### src/rtl/sensor_frame_ctrl_if.sv
// Control/status bundle between the frame sequencer and its host/sensor side.
// master = host/bench side, slave = sensor_frame_ctrl.
interface sensor_frame_ctrl_if;
   logic        start;
   logic        abort;
   logic        ctrl_done;
   logic [1:0]  nstate;
   logic        busy;
   logic        frame_done;
   logic [15:0] line_cnt;
   logic        sync_err;

   modport master (
      output start, abort, ctrl_done,
      input  nstate, busy, frame_done, line_cnt, sync_err
   );

   modport slave (
      input  start, abort, ctrl_done,
      output nstate, busy, frame_done, line_cnt, sync_err
   );
endinterface

### src/rtl/sensor_frame_ctrl.sv
// Frame sequencer driving the sensor nstate through VSYNC / HSYNC / DATA for one frame.
// Define SENSOR_FRAME_CTRL_CONT_EN for continuous back-to-back frames until abort.
module sensor_frame_ctrl #(
   parameter int WIDTH     = 240,
   parameter int HEIGHT    = 320,
   parameter int VSYNC_CYC = 100,
   parameter int HSYNC_CYC = 160
) (
   input  logic                HCLK,
   input  logic                HRESETn,
   sensor_frame_ctrl_if.slave  bus,
   output logic [2:0]          dbg_state_o
);

   // Low two bits of each encoding are the sensor nstate, so nstate comes straight off the flops.
   typedef enum logic [2:0] {
      S_IDLE  = 3'b000,
      S_VSYNC = 3'b001,
      S_HSYNC = 3'b010,
      S_DATA  = 3'b011,
      S_DONE  = 3'b100
   } state_t;

   localparam logic [15:0] VS_LAST = 16'(VSYNC_CYC - 1);
   localparam logic [15:0] HS_LAST = 16'(HSYNC_CYC - 1);
   localparam logic [15:0] DA_LAST = 16'(WIDTH / 2 - 1);
   localparam logic [15:0] LN_LAST = 16'(HEIGHT - 1);

   state_t      state_q, state_d;
   logic [15:0] cyc_q, cyc_d;
   logic [15:0] line_q, line_d;
   logic        busy_q, busy_d;
   logic        done_q, done_d;
   logic        err_q, err_d;

   always_ff @(posedge HCLK or negedge HRESETn) begin
      if (!HRESETn) begin
         state_q <= S_IDLE;
         cyc_q   <= '0;
         line_q  <= '0;
         busy_q  <= 1'b0;
         done_q  <= 1'b0;
         err_q   <= 1'b0;
      end else begin
         state_q <= state_d;
         cyc_q   <= cyc_d;
         line_q  <= line_d;
         busy_q  <= busy_d;
         done_q  <= done_d;
         err_q   <= err_d;
      end
   end

   always_comb begin
      state_d = state_q;
      cyc_d   = cyc_q + 16'd1;
      line_d  = line_q;
      err_d   = err_q;

      // Sensor must not flag end-of-frame mid-frame, and must flag it while we are in S_DONE.
      case (state_q)
         S_VSYNC, S_HSYNC, S_DATA: if (bus.ctrl_done)  err_d = 1'b1;
         S_DONE:                   if (!bus.ctrl_done) err_d = 1'b1;
         default: ;
      endcase

      if (bus.abort) begin
         state_d = S_IDLE;
         cyc_d   = '0;
         line_d  = '0;
      end else begin
         case (state_q)
            S_IDLE: begin
               cyc_d = '0;
               if (bus.start) begin
                  state_d = S_VSYNC;
                  line_d  = '0;
               end
            end
            S_VSYNC: begin
               if (cyc_q == VS_LAST) begin
                  state_d = S_HSYNC;
                  cyc_d   = '0;
               end
            end
            S_HSYNC: begin
               if (cyc_q == HS_LAST) begin
                  state_d = S_DATA;
                  cyc_d   = '0;
               end
            end
            S_DATA: begin
               if (cyc_q == DA_LAST) begin
                  cyc_d = '0;
                  if (line_q == LN_LAST) begin
                     state_d = S_DONE;
                  end else begin
                     line_d  = line_q + 16'd1;
                     state_d = S_HSYNC;
                  end
               end
            end
            S_DONE: begin
               cyc_d  = '0;
               line_d = '0;
`ifdef SENSOR_FRAME_CTRL_CONT_EN
               state_d = S_VSYNC;
`else
               state_d = S_IDLE;
`endif
            end
            default: begin
               state_d = S_IDLE;
               cyc_d   = '0;
               line_d  = '0;
            end
         endcase
      end

      busy_d = (state_d != S_IDLE);
      done_d = (state_d == S_DONE);
   end

   assign bus.nstate     = state_q[1:0];
   assign bus.busy       = busy_q;
   assign bus.frame_done = done_q;
   assign bus.line_cnt   = line_q;
   assign bus.sync_err   = err_q;
   assign dbg_state_o    = state_q;

endmodule

### src/flat_wrapper.sv
// flat-port wrapper written by rule: the top's interface ports become plain ports
module sensor_frame_ctrl_flat 
#(
   parameter int WIDTH     = 240,
   parameter int HEIGHT    = 320,
   parameter int VSYNC_CYC = 100,
   parameter int HSYNC_CYC = 160
)
  (HCLK, HRESETn, dbg_state_o, bus_start, bus_abort, bus_ctrl_done, bus_nstate, bus_busy, bus_frame_done, bus_line_cnt, bus_sync_err);
  sensor_frame_ctrl_if bus_i ();
  input  logic HCLK;
  input  logic HRESETn;
  output logic [2:0] dbg_state_o;
  input wire logic [$bits(bus_i.start)-1:0] bus_start;
  input wire logic [$bits(bus_i.abort)-1:0] bus_abort;
  input wire logic [$bits(bus_i.ctrl_done)-1:0] bus_ctrl_done;
  output wire logic [$bits(bus_i.nstate)-1:0] bus_nstate;
  output wire logic [$bits(bus_i.busy)-1:0] bus_busy;
  output wire logic [$bits(bus_i.frame_done)-1:0] bus_frame_done;
  output wire logic [$bits(bus_i.line_cnt)-1:0] bus_line_cnt;
  output wire logic [$bits(bus_i.sync_err)-1:0] bus_sync_err;
  assign bus_i.start = bus_start;
  assign bus_i.abort = bus_abort;
  assign bus_i.ctrl_done = bus_ctrl_done;
  assign bus_nstate = bus_i.nstate;
  assign bus_busy = bus_i.busy;
  assign bus_frame_done = bus_i.frame_done;
  assign bus_line_cnt = bus_i.line_cnt;
  assign bus_sync_err = bus_i.sync_err;
  sensor_frame_ctrl #(.WIDTH(WIDTH), .HEIGHT(HEIGHT), .VSYNC_CYC(VSYNC_CYC), .HSYNC_CYC(HSYNC_CYC)) u_core (.HCLK(HCLK), .HRESETn(HRESETn), .bus(bus_i), .dbg_state_o(dbg_state_o));
endmodule
### config.mk
export PLATFORM = sky130hd
export DESIGN_NAME = sensor_frame_ctrl_flat
export DESIGN_NICKNAME = d
export VERILOG_FILES = /design/src/rtl/sensor_frame_ctrl_if.sv /design/src/rtl/sensor_frame_ctrl.sv /design/src/flat_wrapper.sv
export SDC_FILE = /design/constraint.sdc
export NUM_CORES = 1
export LEC_CHECK = 0
export CAP_MARGIN = 20
export CORE_MARGIN = 2
export CORE_UTILIZATION = 30
export DETAILED_ROUTE_END_ITERATION = 6
export GPL_ROUTABILITY_DRIVEN = 0
export GPL_TIMING_DRIVEN = 0
export REMOVE_ABC_BUFFERS = 1
export SLEW_MARGIN = 10
export SYNTH_ARGS = -nofsm -noshare
export SYNTH_HDL_FRONTEND = slang
export SYNTH_SLANG_ARGS = --single-unit
### constraint.sdc
create_clock -name HCLK -period 2.55 [get_ports HCLK]
set_input_delay 0.51 -clock HCLK [delete_from_list [all_inputs] [get_ports HCLK]]
set_output_delay 0.51 -clock HCLK [all_outputs]
set_load 0.05 [all_outputs]
==> After elaboration in Yosys (flattened, before gate mapping) <==
Index checks and enable logic that the tools add are counted.
W data, S select, Z words.
{ "totals": {"ram_bits": 0, "rom_bits": 0, "output_inout_bits": 24, "latch_bits": 0, "regBits": 38, "n_memories": 0} }
{ "op_classes": {"reduce_logical": 7, "div": 0, "addsub": 2, "order_cmp": 0, "n_mul": 0, "muxes": 20, "n_bitwise": 0, "shifts": 0, "n_eq_ne": 15} }
{ "ops": {"columns": ["operator", "n"], "rows": [
  ["$mux W16", 8],
  ["$pmux W16 S3", 2],
  ["$add A16 B1 Y16 const B", 2],
  ["$eq A16 B7 Y1 const B", 2],
  ["$mux W3", 6],
  ["$eq A16 B8 Y1 const B", 1],
  ["$eq A16 B9 Y1 const B", 1],
  ["$pmux W3 S4", 1],
  ["$eq A3 B2 Y1 const B", 2],
  ["$eq A3 B3 Y1 const B", 2],
  ["$ne A3 B3 Y1 const B", 2],
  ["$ne A2 B2 Y1 const B", 2],
  ["$reduce_and A4 Y1", 1],
  ["$eq A3 B1 Y1 const B", 1],
  ["$logic_not A3 Y1", 1],
  ["$ne A3 B2 Y1 const B", 1],
  ["$reduce_and A3 Y1", 1],
  ["$reduce_bool A3 Y1", 1],
  ["$reduce_or A3 Y1", 1],
  ["$mux W1", 2],
  ["$ne A2 B1 Y1 const B", 1],
  ["$pmux W1 S2", 1],
  ["$reduce_bool A2 Y1", 1],
  ["$reduce_or A2 Y1", 1]
]} }

==> Logic depth before layout (Yosys ltp) <==
Gate-level depths: netlist (run 1).
{ "depth": {"word_depth": 6, "ltp_mapped": 8, "depth_no_buf": 6} }

==> Worst setup path after synthesis (run 1) <==
No wires, ideal clock.
{ "synth_timing": {"kind": "register -> register", "start": "reg u_core.cyc_q[0]", "end": "reg u_core.line_q[15], in the netlist u_core.bus.line_cnt[15]", "path_stages_with_launch": 8, "arrival_ps": 2574, "synth_period_minus_slack_ps": 2652, "path_slack_ps": -102, "setup_time_ps": 78, "cell_sequence": "dfrtp_1 ha_1 or3b_2 or4_1 buf_2 a211o_1 or4_1 a21oi_1"} }
{ "synth_via": {"elab_chain_cells": 3} }
{ "synth_rtl": {"columns": ["item", "line_no", "text"], "rows": [
  ["start, declared", "sensor_frame_ctrl.sv:30", "logic [15:0] cyc_q, cyc_d;"],
  ["start signal, assigned", "sensor_frame_ctrl.sv:46", "cyc_q <= cyc_d;"],
  ["$eq A16 B7 Y1", "sensor_frame_ctrl.sv:93", "if (cyc_q == DA_LAST) begin"],
  ["$ne A3 B2 Y1 (no source line)", null, null],
  ["$reduce_and A4 Y1 (no source line)", null, null],
  ["end signal, assigned", "sensor_frame_ctrl.sv:47", "line_q <= line_d;"],
  ["end, declared", "sensor_frame_ctrl.sv:31", "logic [15:0] line_q, line_d;"]
]} }
No other way between the ends.
A chain may end at the register's enable or synchronous reset.

==> Final worst setup path (run 1) <==
{ "layout_timing": {"start": "reg u_core.cyc_q[12]", "end": "reg u_core.line_q[15], in the netlist u_core.bus.line_cnt[15]"} }
The elaborated chain is that of the path after synthesis.

==> metrics.csv, run 1 <==
stage,metric,value,unit
timing,setup_slack,-0.0351,ns
global_routing,grt.met3_usage,3.08,%
logic_synthesis,yosys_warnings,0,
placed_design,numPortBuffers,28,
timing,timing.final.setup_violations,1,
placed_design,place.detailed.instances,317,
die,io-pin-count,29,
timing,grt_setup_unrepaired,yes,
finish,drive_above_1_share,14.9,%
run,cap_viol_max_count,0,
critical_path,critical-path-top-delay-family,simple AND/OR/NAND/NOR gates,
timing,post-route-period-util,101,%
finish,nFillCells,639,
cts,cts.sink_count,38,
placed_design,place_hpwl,3260,um
critical_path,worstSetupStartpointType,register,
run_status,status,finished with violations,
run_status,violations,"design-rule violations, negative setup slack",
cts,ctsLongestPathBuffers,2,
timing,transition_time_at_the_pin_with_the_least_slew_margin,0.567,ns
detailed_routing,drt_wl_total,4790,um
detailed_routing,drc_errors,1,
die,fp_rows,29,
min_path,hold_class,input pin to asynchronous set/reset pin,
critical_path,critPathArrivalTime,2.80,ns
global_routing,grt_pass1_vias,1684,
timing,finalCriticalPeriod,2.59,ns
logic_synthesis,synth.ff_latch_count,38,
critical_path,cell_with_the_most_instances_on_the_worst_path,sky130_fd_sc_hd__or4_4,
critical_path,critical_path.cell_chain,"or4_4, or4_4, a211o_4, or4_4, a21oi_2",
finish,finalNonFillerCells,338,
global_routing,gr-usage-met2,22.9,%
global_routing,gr-usage-all-layers,14.1,%
die,design.die.area,7360,um2
timing,final_max_slew_viol_count,0,
timing,worst_slew_slack_as_a_fraction_of_its_limit,61.9,%
detailed_routing,routed_via_density,5.22,
timing,skew,0.00629,ns
detailed_routing,drtIter0Drc,76,
timing,finalHoldWorstSlack,0.177,ns
critical_path,worst_path_largest_cell_delay,0.59,ns
logic_synthesis,synthesis.instances,220,
placed_design,place_ws,-0.471,ns
finish,final_net_count,268,
cts,clock_pin_slew_reported_for_the_worst_setup_and_hold_paths_after_clock_tree_synthesis,0.08,ns
detailed_routing,wl_per_cell,14.2,um
critical_path,critical_path_top_delay_cell,sky130_fd_sc_hd__or4_4,
power,power_per_cell_area,412,nW/um2
finish,final_core_util,40.8,%
power,peakVddDrop,248,uV
logic_synthesis,synth_seq_area_share,47.4,%
global_routing,globalRouteMet1Util,18.6,%
cts,clock_tree.root_cell,sky130_fd_sc_hd__clkbuf_8,
global_routing,grt_antenna_before_repair,0,
die,die_height,85.8,um
cts,worst_skew_pair.late_latency,0.29,ns
critical_path,timing.critical_path.fanout_max,8,
finish,n_antenna_cell,0,
logic_synthesis,synth.distinct_cells,37,
global_routing,grt_first_pass_wirelength,8280,um
finish,layout-area-overhead-vs-synth,30.4,%
die,dieWidth,85.8,um
die,design.core.area,6420,um2
critical_path,setup.worst_path.end_class,register,
detailed_routing,antenna_left,0,
critical_path,worstSetupPathType,register to register,
global_routing,globalRouteOverflowTotal,0,
global_routing,grt_max_degree,21,
power,total_power,1.08,mW
cts,cts-htree-levels,2,
detailed_routing,drt_pre_antenna_iters,6,
timing,finalHoldViolations,0,
power,power_leakage,1.02,nW
logic_synthesis,syn_avg_cell_area,9.13,um2
critical_path,timing.critical_path.required,2.76,ns
cts,numCtsBuffers,5,
logic_synthesis,netlist_area,2010,um2
timing,max_clock_freq,0.387,GHz
global_routing,global_route.peak_usage_layer,met2,
cts,cts_tree,yes,
critical_path,critPathBufInv,0,
die,initial_utilization,31.3,%
detailed_routing,vias,1766,
==> power by group <==
group          switching, mW  internal, mW
sequential           0.00437         0.606
combinational         0.0469        0.0257
clock                  0.208         0.188
==> logic make-up (layout without fill, tap and decap cells) <==
family	count (synthesis)	in the layout	share of synthesized area (%)
adders and majority gates	2	2	1.25
DFF	38	38	47.4
muxes	1	1	0.561
xor gates and xnor gates	17	17	7.41
AOI/OAI and AO/OA	35	35	11.1
and+or+nand+nor	112	112	29.1
buffers and inverters	15	56	3.24
==> stage by stage <==
stage	cell area [um2]	setup TNS, ns
after detailed placement	2360	-4.07
final	2620	-0.0351
after CTS	2580	0
after global placement	2340	-3.82
after global routing	2620	-0.227
after floorplan	1970	-0.643
==> layout by cell type, fill, tap and decap left out, types with 2 or more instances in the layout <==
cell / instances
sky130_fd_sc_hd__nand3_1: 11
sky130_fd_sc_hd__clkbuf_1: 2
sky130_fd_sc_hd__a21oi_1: 6
sky130_fd_sc_hd__nor4_1: 3
sky130_fd_sc_hd__and2_1: 3
sky130_fd_sc_hd__a21boi_0: 2
sky130_fd_sc_hd__buf_4: 13
sky130_fd_sc_hd__dfrtp_1: 38
sky130_fd_sc_hd__nand2_1: 20
sky130_fd_sc_hd__a22o_1: 3
sky130_fd_sc_hd__xor2_1: 6
sky130_fd_sc_hd__o31ai_1: 4
sky130_fd_sc_hd__xnor2_1: 11
sky130_fd_sc_hd__or3_1: 5
sky130_fd_sc_hd__and3_1: 8
sky130_fd_sc_hd__inv_1: 6
sky130_fd_sc_hd__nand4_1: 6
sky130_fd_sc_hd__nor2_1: 27
sky130_fd_sc_hd__or4_4: 5
sky130_fd_sc_hd__nor3b_1: 3
sky130_fd_sc_hd__o21ai_0: 12
sky130_fd_sc_hd__clkbuf_8: 5
sky130_fd_sc_hd__a21oi_2: 2
sky130_fd_sc_hd__or4_1: 3
sky130_fd_sc_hd__or2_2: 2
sky130_fd_sc_hd__nor3_1: 8
sky130_fd_sc_hd__clkdlybuf4s50_1: 27
==> path summary, 6_finish.rpt <==
check	cells past startpoint	from	slack (ns)	end
setup reg to reg	5	u_core.cyc_q[12]$_DFF_PN0_	-0.04	u_core.bus.line_cnt[15]$_DFFE_PN0P_
max in group asynchronous	2	HRESETn	1.90	u_core.cyc_q[1]$_DFF_PN0_
hold / removal	1	HRESETn	0.18	u_core.bus.line_cnt[8]$_DFFE_PN0P_
min in group HCLK	1	u_core.bus.sync_err$_DFFE_PN0P_	0.48	u_core.bus.sync_err$_DFFE_PN0P_
hold reg to reg	1	u_core.bus.sync_err$_DFFE_PN0P_	0.48	u_core.bus.sync_err$_DFFE_PN0P_
setup / recovery	5	u_core.cyc_q[12]$_DFF_PN0_	-0.04	u_core.bus.line_cnt[15]$_DFFE_PN0P_
==> final cells by class <==
type | count | area, um2 | share of cell area [%]
Multi-Input combinational cell | 167 | 1050 | 40.2
Sequential cell | 38 | 951 | 36.3
Inverter | 6 | 22.5 | 0.860
Tap cell | 77 | 96.3 | 3.68
Clock buffer | 7 | 76.3 | 2.91
Timing Repair Buffer | 43 | 420 | 16.1
==> synth_stat cells (all sizes together) <==
master    n  share of area (%)
a211o     1               0.44
a211oi    1               0.37
a21bo     1               0.50
a21boi    2               0.75
a21oi     8                2.0
a22o      3                1.3
a22oi     1               0.37
and2      3               0.93
and3      9                2.8
and4      1               0.44
buf       3                1.0
clkbuf    6                1.1
dfrtp    38                 47
ha        2                1.2
inv       6                1.1
mux2      1               0.56
nand2    20                3.7
nand3    11                2.7
nand4     6                1.9
nor2     28                5.2
nor2b     1               0.31
nor3      8                2.0
nor3b     3                1.1
nor4      4                1.2
nor4b     1               0.44
o21ai    12                3.0
o2bb2ai   1               0.44
o31a      1               0.44
o31ai     4                1.5
or2       2               0.62
or3       5                1.6
or3b      2               0.87
or4       8                3.2
xnor2    11                4.8
xor2      6                2.6
==> state kept, by name (all words and copies together), names as in the netlist <==
register / cells
u_core.bus.frame_done: 1
u_core.cyc_q: 16
u_core.bus.sync_err: 1
u_core.bus.busy: 1
u_core.dbg_state_o: 3
u_core.bus.line_cnt: 16
==> per-layer routing <==
metal / share of wire, % / wire [um]
met1: 47 / 2250
met2: 49 / 2340
met3: 3.2 / 155
met4: 1.1 / 51
met5: 0 / 0
==> worst reg2reg max path: cells and delay by family (launching register included) <==
kind             cells  cell delay, ns
AND/OR/NAND/NOR      3            1.66
AO/OA/AOI/OAI        2            0.48
flip-flops           1            0.38
==> repair_timing <==
item	in CTS	in global routing
cloned	0	0
pin swaps	5	4
setup endpoints to repair	13	26
gates resized for setup	9	6
hold buffers	0	0
setup buffers	12	2
No activity file was read; power rests on OpenSTA's default activity.
==> run 2: changes to the inputs <==
- TNS_END_PERCENT: default -> 50
- clock period: 2.55 -> 2.1 ns (I/O delays scaled with it)
==> metrics.csv, run 2 (same netlist as run 1, synthesis figures left out) <==
stage,metric,value,unit,change
detailed_routing,drt_pre_antenna_iters,6,,unchanged
timing,worst_slew_slack_as_a_fraction_of_its_limit,50.8,%,-11 points
critical_path,worstSetupStartpointType,input pin,,
detailed_routing,drt_wl_total,5110,um,+6.7%
detailed_routing,wl_per_cell,15.0,um,+6.1%
cts,cts.sink_count,38,,unchanged
timing,post-route-period-util,122,%,
placed_design,place.detailed.instances,317,,unchanged
detailed_routing,drc_errors,0,,-1
placed_design,numPortBuffers,28,,unchanged
die,io-pin-count,29,,unchanged
timing,timing.final.setup_violations,32,,+31
global_routing,grt_max_degree,21,,unchanged
detailed_routing,vias,1811,,+2.5%
global_routing,grt_pass1_vias,1732,,+2.9%
cts,cts-htree-levels,2,,unchanged
finish,drive_above_1_share,17.9,%,+2.9 points
timing,transition_time_at_the_pin_with_the_least_slew_margin,0.732,ns,+0.165 ns
placed_design,place_ws,-0.921,ns,-0.450 ns
power,peakVddDrop,324,uV,+31%
critical_path,rrSetupSlack,-0.44,ns,-0.40 ns
critical_path,timing.critical_path.required,2.31,ns,-0.45 ns
power,clkPwrFrac,36.2,%,-0.5 points
finish,final_core_util,42.4,%,+1.6 points
power,comb_power_share,7.3,%,+0.6 points
cts,clock_pin_slew_reported_for_the_worst_setup_and_hold_paths_after_clock_tree_synthesis,0.07,ns,about the same
timing,finalHoldWorstSlack,0.0913,ns,-0.0853 ns
power,power_leakage,1.11,nW,+8.0%
placed_design,placed_cell_area,2360,um2,unchanged
power,seq_power_share,56.4,%,about the same
cts,cts_tree,yes,,
die,design.die.area,7360,um2,unchanged
finish,layout.cells.most_common,sky130_fd_sc_hd__dfrtp_1,,
finish,layout-area-overhead-vs-synth,35.6,%,
die,fp_rows,29,,unchanged
cts,ctsLongestPathBuffers,2,,unchanged
cts,cts_hold_buf,0,,unchanged
timing,final_max_slew_viol_count,0,,unchanged
global_routing,grt_antenna_before_repair,0,,unchanged
power,sw_frac_of_total,24.0,%,-0.045 points
min_path,hold_class,input pin to asynchronous set/reset pin,,
detailed_routing,drtIter0Drc,71,,-6.6%
global_routing,gr-usage-all-layers,14.9,%,+0.85 points
run_status,violations,negative setup slack,,
finish,final_area,2720,um2,+4.0%
critical_path,timing.critical_path.fanout_max,8,,unchanged
placed_design,place_hpwl,3260,um,unchanged
die,design.core.area,6420,um2,unchanged
run_status,status,finished with violations,,
finish,finalNonFillerCells,340,,+0.59%
detailed_routing,routed_via_density,5.33,,+1.9%
global_routing,globalRouteOverflowTotal,0,,unchanged
cts,clock_tree.root_cell,sky130_fd_sc_hd__clkbuf_8,,
finish,mostFrequentLayoutCells,"38 x sky130_fd_sc_hd__dfrtp_1, 26 x sky130_fd_sc_hd__nor2_1, 22 x sky130_fd_sc_hd__clkdlybuf4s50_1, 20 x sky130_fd_sc_hd__nand2_1, 13 x sky130_fd_sc_hd__buf_4",,
power,switching_power,0.315,mW,+21%
critical_path,worstSetupPathType,input pin to register,,
detailed_routing,antenna_left,0,,unchanged
critical_path,setup.worst_path.end_class,register,,
finish,final_net_count,270,,+0.75%
cts,worst_skew_pair.late_latency,0.29,ns,about the same
power,total_power,1.31,mW,+22%
timing,finalCriticalPeriod,2.55,ns,
die,dieWidth,85.8,um,unchanged
power,p_int,0.998,mW,+22%
power,power_per_cell_area,482,nW/um2,+17%
timing,finalHoldViolations,0,,unchanged
timing,setup_slack,-0.453,ns,-0.418 ns
timing,skew,0.00635,ns,+0.0000594 ns
die,initial_utilization,31.3,%,unchanged
critical_path,critPathArrivalTime,2.76,ns,-0.04 ns
run,cap_viol_max_count,0,,unchanged
timing,max_clock_freq,0.392,GHz,
die,die_height,85.8,um,unchanged
finish,n_antenna_cell,0,,unchanged
cts,numCtsBuffers,5,,unchanged
timing,tns,-5.78,ns,-5.74 ns
global_routing,grt_first_pass_wirelength,8740,um,+5.6%
timing,grt_setup_unrepaired,yes,,
-- run 2: repair_timing --
item                                    CTS  global route
pin swaps                                20             4
cloned                                    1             0
endpoints found under the setup margin   33            39
buffers inserted                         14             1
resized for setup                        24            14
-- run 2: final cells by class --
cell class | instances | area, um2
multi-input cells | 168 | 1140
well taps | 77 | 96.3
repair buffers | 44 | 437
clock buffers | 7 | 76.3
flip-flops and latches | 38 | 951
inverters | 6 | 22.5
fillers | 621 | 3700
-- run 2: final timing paths --
path,startpoint,endpoint,cells past startpoint
hold / removal,HRESETn,u_core.bus.line_cnt[15]$_DFFE_PN0P_,1
min in group HCLK,u_core.bus.sync_err$_DFFE_PN0P_,u_core.bus.sync_err$_DFFE_PN0P_,1
hold reg to reg,u_core.bus.sync_err$_DFFE_PN0P_,u_core.bus.sync_err$_DFFE_PN0P_,1
max in group asynchronous,HRESETn,u_core.cyc_q[1]$_DFF_PN0_,2
setup / recovery,bus_start,u_core.bus.line_cnt[14]$_DFFE_PN0P_,6
setup reg to reg,u_core.cyc_q[12]$_DFF_PN0_,u_core.bus.line_cnt[14]$_DFFE_PN0P_,5
-- run 2: power groups by stage --
stage / registers, mW / logic, mW / clock network, mW
floorplan: 0.768 / 0.0246 / 0
global placement: 0.755 / 0.0787 / 0
detailed placement: 0.755 / 0.0843 / 0
CTS: 0.740 / 0.0954 / 0.494
global route: 0.741 / 0.104 / 0.533
finish: 0.741 / 0.0963 / 0.476
-- run 2: worst max-delay path, cell delays in order --
cell                              delay [ns]
sky130_fd_sc_hd__clkdlybuf4s50_1        0.53
sky130_fd_sc_hd__or3b_2                 0.48
sky130_fd_sc_hd__and3_2                 0.32
sky130_fd_sc_hd__a211o_4                0.38
sky130_fd_sc_hd__or4_1                  0.47
sky130_fd_sc_hd__a21oi_1                0.15
-- run 2: layer usage --
layer  GRT usage (%)  vias to the layer above  routed length, um
li1                -                      868                  -
met5               0                        -                  0
met4            4.91                        0                102
met2            24.3                       47               2550
met3            3.27                       15                183
met1            19.7                      881               2280
